### src/rtl/minbd_arb_stage.sv
// MinBD 2x2 deflection arbitration stage: golden marking, rank/LFSR arbitration, registered steering.
// Optional deflection counter compiled in when MINBD_ARB_DEFL_CNT_EN is defined.
module minbd_arb_stage #(
  parameter int          DEST_W     = 3,
  parameter int          PAY_W      = 6,
  parameter int          TAG_W      = 2,
  parameter int          LOCAL_DEST = 0,
  parameter int          EPOCH      = 4,
  parameter logic [15:0] LFSR_SEED  = 16'hACE1,
  parameter int          CNT_W      = 16
) (
  input  logic                      clk,
  input  logic                      rst_n,
  input  logic [DEST_W+PAY_W+1:0]   in0,
  input  logic [DEST_W+PAY_W+1:0]   in1,
  input  logic                      defl_clr,
  output logic [DEST_W+PAY_W+1:0]   out0,
  output logic [DEST_W+PAY_W+1:0]   out1,
  output logic [TAG_W-1:0]          golden_tag,
  output logic [CNT_W-1:0]          defl_cnt
);

  localparam int FLIT_W = DEST_W + PAY_W + 2;
  localparam int GB     = FLIT_W - 1;
  localparam int VB     = FLIT_W - 2;
  localparam int EP_W   = (EPOCH > 1) ? $clog2(EPOCH) : 1;
  localparam logic [15:0]       SEED    = (LFSR_SEED == 16'h0000) ? 16'hACE1 : LFSR_SEED;
  localparam logic [DEST_W-1:0] LOCAL   = DEST_W'(LOCAL_DEST);
  localparam logic [EP_W-1:0]   EP_LAST = EP_W'(EPOCH - 1);

  logic [FLIT_W-1:0] out0_r, out1_r;
  logic [15:0]       lfsr_r;
  logic [EP_W-1:0]   epoch_r;
  logic [TAG_W-1:0]  golden_tag_r;

  logic [FLIT_W-1:0] f0_s, f1_s, win_s, lose_s, nxt_out0_s, nxt_out1_s;
  logic [1:0]        rank0_s, rank1_s;
  logic              sel1_s, win_far_s, lose_far_s, defl_s;
  logic [15:0]       lfsr_nxt_s;

  function automatic logic [FLIT_W-1:0] mark_flit(input logic [FLIT_W-1:0] f,
                                                  input logic [TAG_W-1:0]  tag);
    mark_flit = f;
    if (f[VB] && (f[TAG_W-1:0] == tag)) begin
      mark_flit[GB] = 1'b1;
    end else begin
      mark_flit[GB] = f[GB];
    end
  endfunction

  // A golden bit on an invalid flit carries no weight.
  function automatic logic [1:0] flit_rank(input logic [FLIT_W-1:0] f);
    if (!f[VB]) begin
      flit_rank = 2'd0;
    end else if (f[GB]) begin
      flit_rank = 2'd2;
    end else begin
      flit_rank = 2'd1;
    end
  endfunction

  // Marking, ranking, winner selection and port steering for the current pair.
  always_comb begin
    f0_s    = mark_flit(in0, golden_tag_r);
    f1_s    = mark_flit(in1, golden_tag_r);
    rank0_s = flit_rank(f0_s);
    rank1_s = flit_rank(f1_s);
    sel1_s  = 1'b0;
    if (rank1_s > rank0_s) begin
      sel1_s = 1'b1;
    end else if (rank1_s == rank0_s) begin
      sel1_s = lfsr_r[0];
    end else begin
      sel1_s = 1'b0;
    end
    win_s      = sel1_s ? f1_s : f0_s;
    lose_s     = sel1_s ? f0_s : f1_s;
    win_far_s  = (win_s[PAY_W +: DEST_W] != LOCAL);
    lose_far_s = (lose_s[PAY_W +: DEST_W] != LOCAL);
    if (win_far_s) begin
      nxt_out0_s = lose_s;
      nxt_out1_s = win_s;
    end else begin
      nxt_out0_s = win_s;
      nxt_out1_s = lose_s;
    end
    // The loser always gets the port opposite the winner's choice.
    defl_s     = lose_s[VB] && (lose_far_s == win_far_s);
    lfsr_nxt_s = {1'b0, lfsr_r[15:1]} ^ (lfsr_r[0] ? 16'hB400 : 16'h0000);
  end

  // Output registers, tie-break LFSR and golden epoch/tag tracking.
  always_ff @(posedge clk or negedge rst_n) begin
    if (!rst_n) begin
      out0_r       <= {FLIT_W{1'b0}};
      out1_r       <= {FLIT_W{1'b0}};
      lfsr_r       <= SEED;
      epoch_r      <= {EP_W{1'b0}};
      golden_tag_r <= {TAG_W{1'b0}};
    end else begin
      out0_r <= nxt_out0_s;
      out1_r <= nxt_out1_s;
      lfsr_r <= lfsr_nxt_s;
      if (epoch_r == EP_LAST) begin
        epoch_r      <= {EP_W{1'b0}};
        golden_tag_r <= golden_tag_r + 1'b1;
      end else begin
        epoch_r      <= epoch_r + 1'b1;
        golden_tag_r <= golden_tag_r;
      end
    end
  end

  assign out0       = out0_r;
  assign out1       = out1_r;
  assign golden_tag = golden_tag_r;

`ifdef MINBD_ARB_DEFL_CNT_EN
  logic [CNT_W-1:0] defl_cnt_r;

  // Saturating deflection count; a clear wins over a same-cycle deflection.
  always_ff @(posedge clk or negedge rst_n) begin
    if (!rst_n) begin
      defl_cnt_r <= {CNT_W{1'b0}};
    end else if (defl_clr) begin
      defl_cnt_r <= {CNT_W{1'b0}};
    end else if (defl_s && (defl_cnt_r != {CNT_W{1'b1}})) begin
      defl_cnt_r <= defl_cnt_r + 1'b1;
    end else begin
      defl_cnt_r <= defl_cnt_r;
    end
  end

  assign defl_cnt = defl_cnt_r;
`else
  logic unused_defl_s;
  assign unused_defl_s = defl_clr ^ defl_s;
  assign defl_cnt      = {CNT_W{1'b0}};
`endif

endmodule

### config.mk
export PLATFORM = sky130hd
export DESIGN_NAME = minbd_arb_stage
export DESIGN_NICKNAME = d
export VERILOG_FILES = /design/src/rtl/minbd_arb_stage.sv
export SDC_FILE = /design/constraint.sdc
export NUM_CORES = 1
export LEC_CHECK = 0
export ABC_AREA = 0
export CAP_MARGIN = 10
export CELL_PAD_IN_SITES_DETAIL_PLACEMENT = 0
export CELL_PAD_IN_SITES_GLOBAL_PLACEMENT = 1
export CORE_ASPECT_RATIO = 1.4
export CORE_MARGIN = 3
export CORE_UTILIZATION = 37
export CTS_CLUSTER_DIAMETER = 150
export DETAILED_ROUTE_END_ITERATION = 8
export PLACE_DENSITY_LB_ADDON = 0.2
export SLEW_MARGIN = 20
export SYNTH_ARGS = -nofsm -noshare
export SYNTH_HDL_FRONTEND = slang
export SYNTH_SLANG_ARGS = --single-unit
### constraint.sdc
create_clock -name clk -period 6.95 [get_ports clk]
set_clock_uncertainty 0.1 [all_clocks]
set_input_delay 1.39 -clock clk [delete_from_list [all_inputs] [get_ports clk]]
set_output_delay 1.39 -clock clk [all_outputs]
set_load 0.02 [all_outputs]
==> summary.md <==
The cell depth of the worst flop-to-flop path was 9. The half-perimeter wire length after detailed placement is 2.243 mm. Setup repair after global routing left no endpoint under its margin. Yosys printed 0 warnings. The tightest hold path in the finished design has a slack of 253.1 ps. The run gives 5.292 mm as the wire length of the first global-routing pass.

Walking the worst path, the cells encountered are clkdlybuf4s50_1 > xnor2_1 > a31oi_1 > nand2_1 > ha_1 > nand2b_1 > a21oi_1 > a31oi_2 > mux2_4 > mux2_2. Final critical-path setup slack: 2848 ps. The tightest min-delay check is of the register to register type. The average via count per standard cell came out at 4.471. The most common cell after layout, fill and taps aside was clkdlybuf4s50_1. The initial antenna violation count was 0.

For this run, the detailed router's first-pass iteration total came to 3. Number of global-route vias before repair: 1,132. The tools report the leakage dissipation as 0.001025 uW.

The final critical-path required period was 4102 ps. Final-report max-slew violation count: 0. The area fraction of the dominant cell type after synthesis was 48.71%; the max-cap check violation count was 0. The number of buffer and inverter instances along the worst setup path is 1.

In this run, post-CTS repair resized a total of 0 instances. The slowest stage of the critical path belongs to the cell a31oi_2. 65 I/O pins were placed. The clock tree synthesis step divided the H-tree into 2 levels. Averaged over all synthesized cells, the footprint is 13.86 sq um. Setup violations remaining at the end of the flow were counted as 0. The filler cells instantiated in the layout total 401. Synthesis handed over a netlist of 126 instances. The maximum number of buffers from clock root to sink was 2; the overall die width was 64.07 microns.

Global routing usage summed across all routing layers: 12.33%. The buffer type at the clock tree root was clkbuf_8. In this run the core area contains 28 standard-cell rows. For this run, design rule violations remaining after detail routing come to 0.

The latest clock arrival within the worst-skew pair is 290 ps, and the required time reported for the critical path endpoint is 7030 ps. The tools report the area of the core as 4379 sq um. The worst path uses 59.02% of the clock period. The count of nets left with antenna violations once routing finished came out at 0. The worst-case setup slack after placement was 2514 ps; the worst-margin pin slew was 862.9 ps. Of all nets on the critical path, the largest fanout is 16.

The post-synthesis to final-layout area growth was 31.38%. Category of cells accounting for the largest share of critical-path delay: compound AO/OA/AOI/OAI gates. For the final routed database, the setup TNS stands at 0 ps. The sort of element at the end of the critical path is a register. Summed over all layers, the routed wires come to 3.095 mm. In this run the tightest slew margin relative to its limit is 42.48%. TritonCTS created 5 clock buffers. The element type at the critical path start is an input port.

In this run, post-CTS hold repair placed 0 buffers. The run gives 0 as the number of antenna diodes. The power per standard cell area is 242.9 nW/um^2. The area of the multi-input gates is 603.1 sq um, and the clock net sink count is 42. For this configuration, the core starts out at a cell density of 39.89%.

After synthesis the netlist holds a flip-flop and latch count of 42. The number of buffers inserted by port buffering was 47. The final layout contains 205 nets. The average wire per standard cell was 13.00 microns.

The run finished with clean final reports. Sequential cells were found to cover 60.74% of the synthesized design area. Entering global routing, the biggest net connects 43 pins. The data arrival at the endpoint of the critical path was 4180 ps. For this block, the via count after detailed routing is 1,064. The first routing iteration left 15 violations. Static timing analysis puts the maximum clock frequency at 243.8 MHz. The ratio of cells with drive above 1 in the final layout works out to 18.54%.

In the layout the commonest cells are 46 x clkdlybuf4s50_1, 34 x dfrtp_1, 16 x conb_1. The critical path in this run is classified as input port to register. Summing all non-filler instances in the final layout gives an area of 2295 sq um. On the worst path, the slowest cell contributes a delay of 470 ps.

Registers take 1061 sq um. In this run the number of cells on the critical path is 10. The mapped netlist covers 1747 sq um. The remaining global-route overflow was 0; the post-CTS setup-driven buffer insertion count was 0. The run gives 31 as the number of distinct library cell variants in the gate-level netlist after synthesis. The placed standard-cell area is 2208 sq um, and the floorplan die area is 5593 sq um. TritonCTS built the clock tree.

Measured along the y axis, the die boundary spans 87.30 microns. After clock tree synthesis, the clock-pin slew on the worst setup and hold paths is 80 ps. For the global placement routability congestion, the log shows 0.7196.

dfrtp_1 takes more of the synthesized area than any other cell. The number of hold-slack violations in the final timing report came out at 0. After synthesis, the cell types taking the most area are dfrtp_1 49%, dfstp_2 12%, mux2_4 7.7%, buf_4 6.9%, mux2_2 3.9%.

The worst hold path passes through 0 cells. IR analysis of the VDD net gives a maximum drop of 0.1418 mV.
==> where the power goes <==
group          switching [uW]  internal (uW)
clock network            79.4           70.8
registers                4.47            263
logic                    69.9           70.2
==> sequential cells by signal (all words and copies together) (netlist names) <==
register    count
lfsr_r         16
golden_tag      2
out1           11
out0           11
epoch_r         2
==> cell type report <==
class	instances	area share (%)
clock buffer	6	3.162
sequential	42	46.24
inverter	1	0.1636
multi-input combinational	80	26.28
clock inverter	2	0.5998
tap	60	3.272
timing repair buffer	47	20.28
==> cell families (layout without fill, tap and decap cells) <==
logic type,Yosys count,count (layout),synth area share [%]
AO/OA/AOI/OAI,13,13,5.300
XOR/XNOR,9,9,4.513
adder cells (fa/ha/maj),3,3,2.149
buffers and inverters,19,56,7.951
flip-flops,42,42,60.75
multiplexers,17,17,12.75
other,1,16,0.2147
AND/OR/NAND/NOR,22,22,6.376
==> layer usage <==
layer | wire [microns] | GRT usage, % | up-vias | share of wire [%]
met2 | 1549 | 19.85 | 52 | 50
li1 | - | - | 495 | -
met1 | 1196 | 13.90 | 509 | 39
met3 | 285 | 5.297 | 8 | 9.2
met4 | 65 | 6.090 | 0 | 2.1
met5 | 0 | 0 | - | 0
==> final timing paths <==
check	to	startpoint	slack, ps
worst max-delay path	out0[2]	in1[0]	2850
worst min-delay path	lfsr_r[2]	lfsr_r[3]	250
worst max register to register	out0[2]	golden_tag[0]	3940
worst min register to register	lfsr_r[2]	lfsr_r[3]	250
max in group asynchronous	out1[7]	rst_n	5100
min in group asynchronous	out1[0]	rst_n	1110
==> worst reg2reg max path: cells and delay by family, from the launching register on <==
| family | cells | cell delay [ps] |
|---|---|---|
| mux | 2 | 810 |
| flops | 1 | 450 |
| compound gates | 3 | 850 |
| simple gates | 2 | 200 |
| xor+xnor | 1 | 170 |
| fa+ha+maj | 1 | 310 |
==> cell usage after synthesis, drive strengths merged <==
cell type and count:
dfrtp 34, buf 17, mux2 15, dfstp 8, nand2 6, nor2 5
xnor2 5, xor2 4, a31oi 3, ha 3, o21ai 3, mux2i 2
nand2b 2, nand3 2, nor3 2, o21a 2, o22a 2, or3 2
a211oi 1, a21oi 1, and2 1, clkbuf 1, conb 1, inv 1
nand3b 1, nor2b 1, o211ai 1
==> stage by stage <==
stage                     total power (uW)  cells  utilization, %
after detailed placement             413.6    230           50.43
after global routing                 589.4    238           52.40
after global placement               411.5    230           50.43
final                                557.4    238           52.40
after CTS                            565.1    238           52.40
after floorplan                      357.8    141               -
No activity file was read; power rests on OpenSTA's default activity.
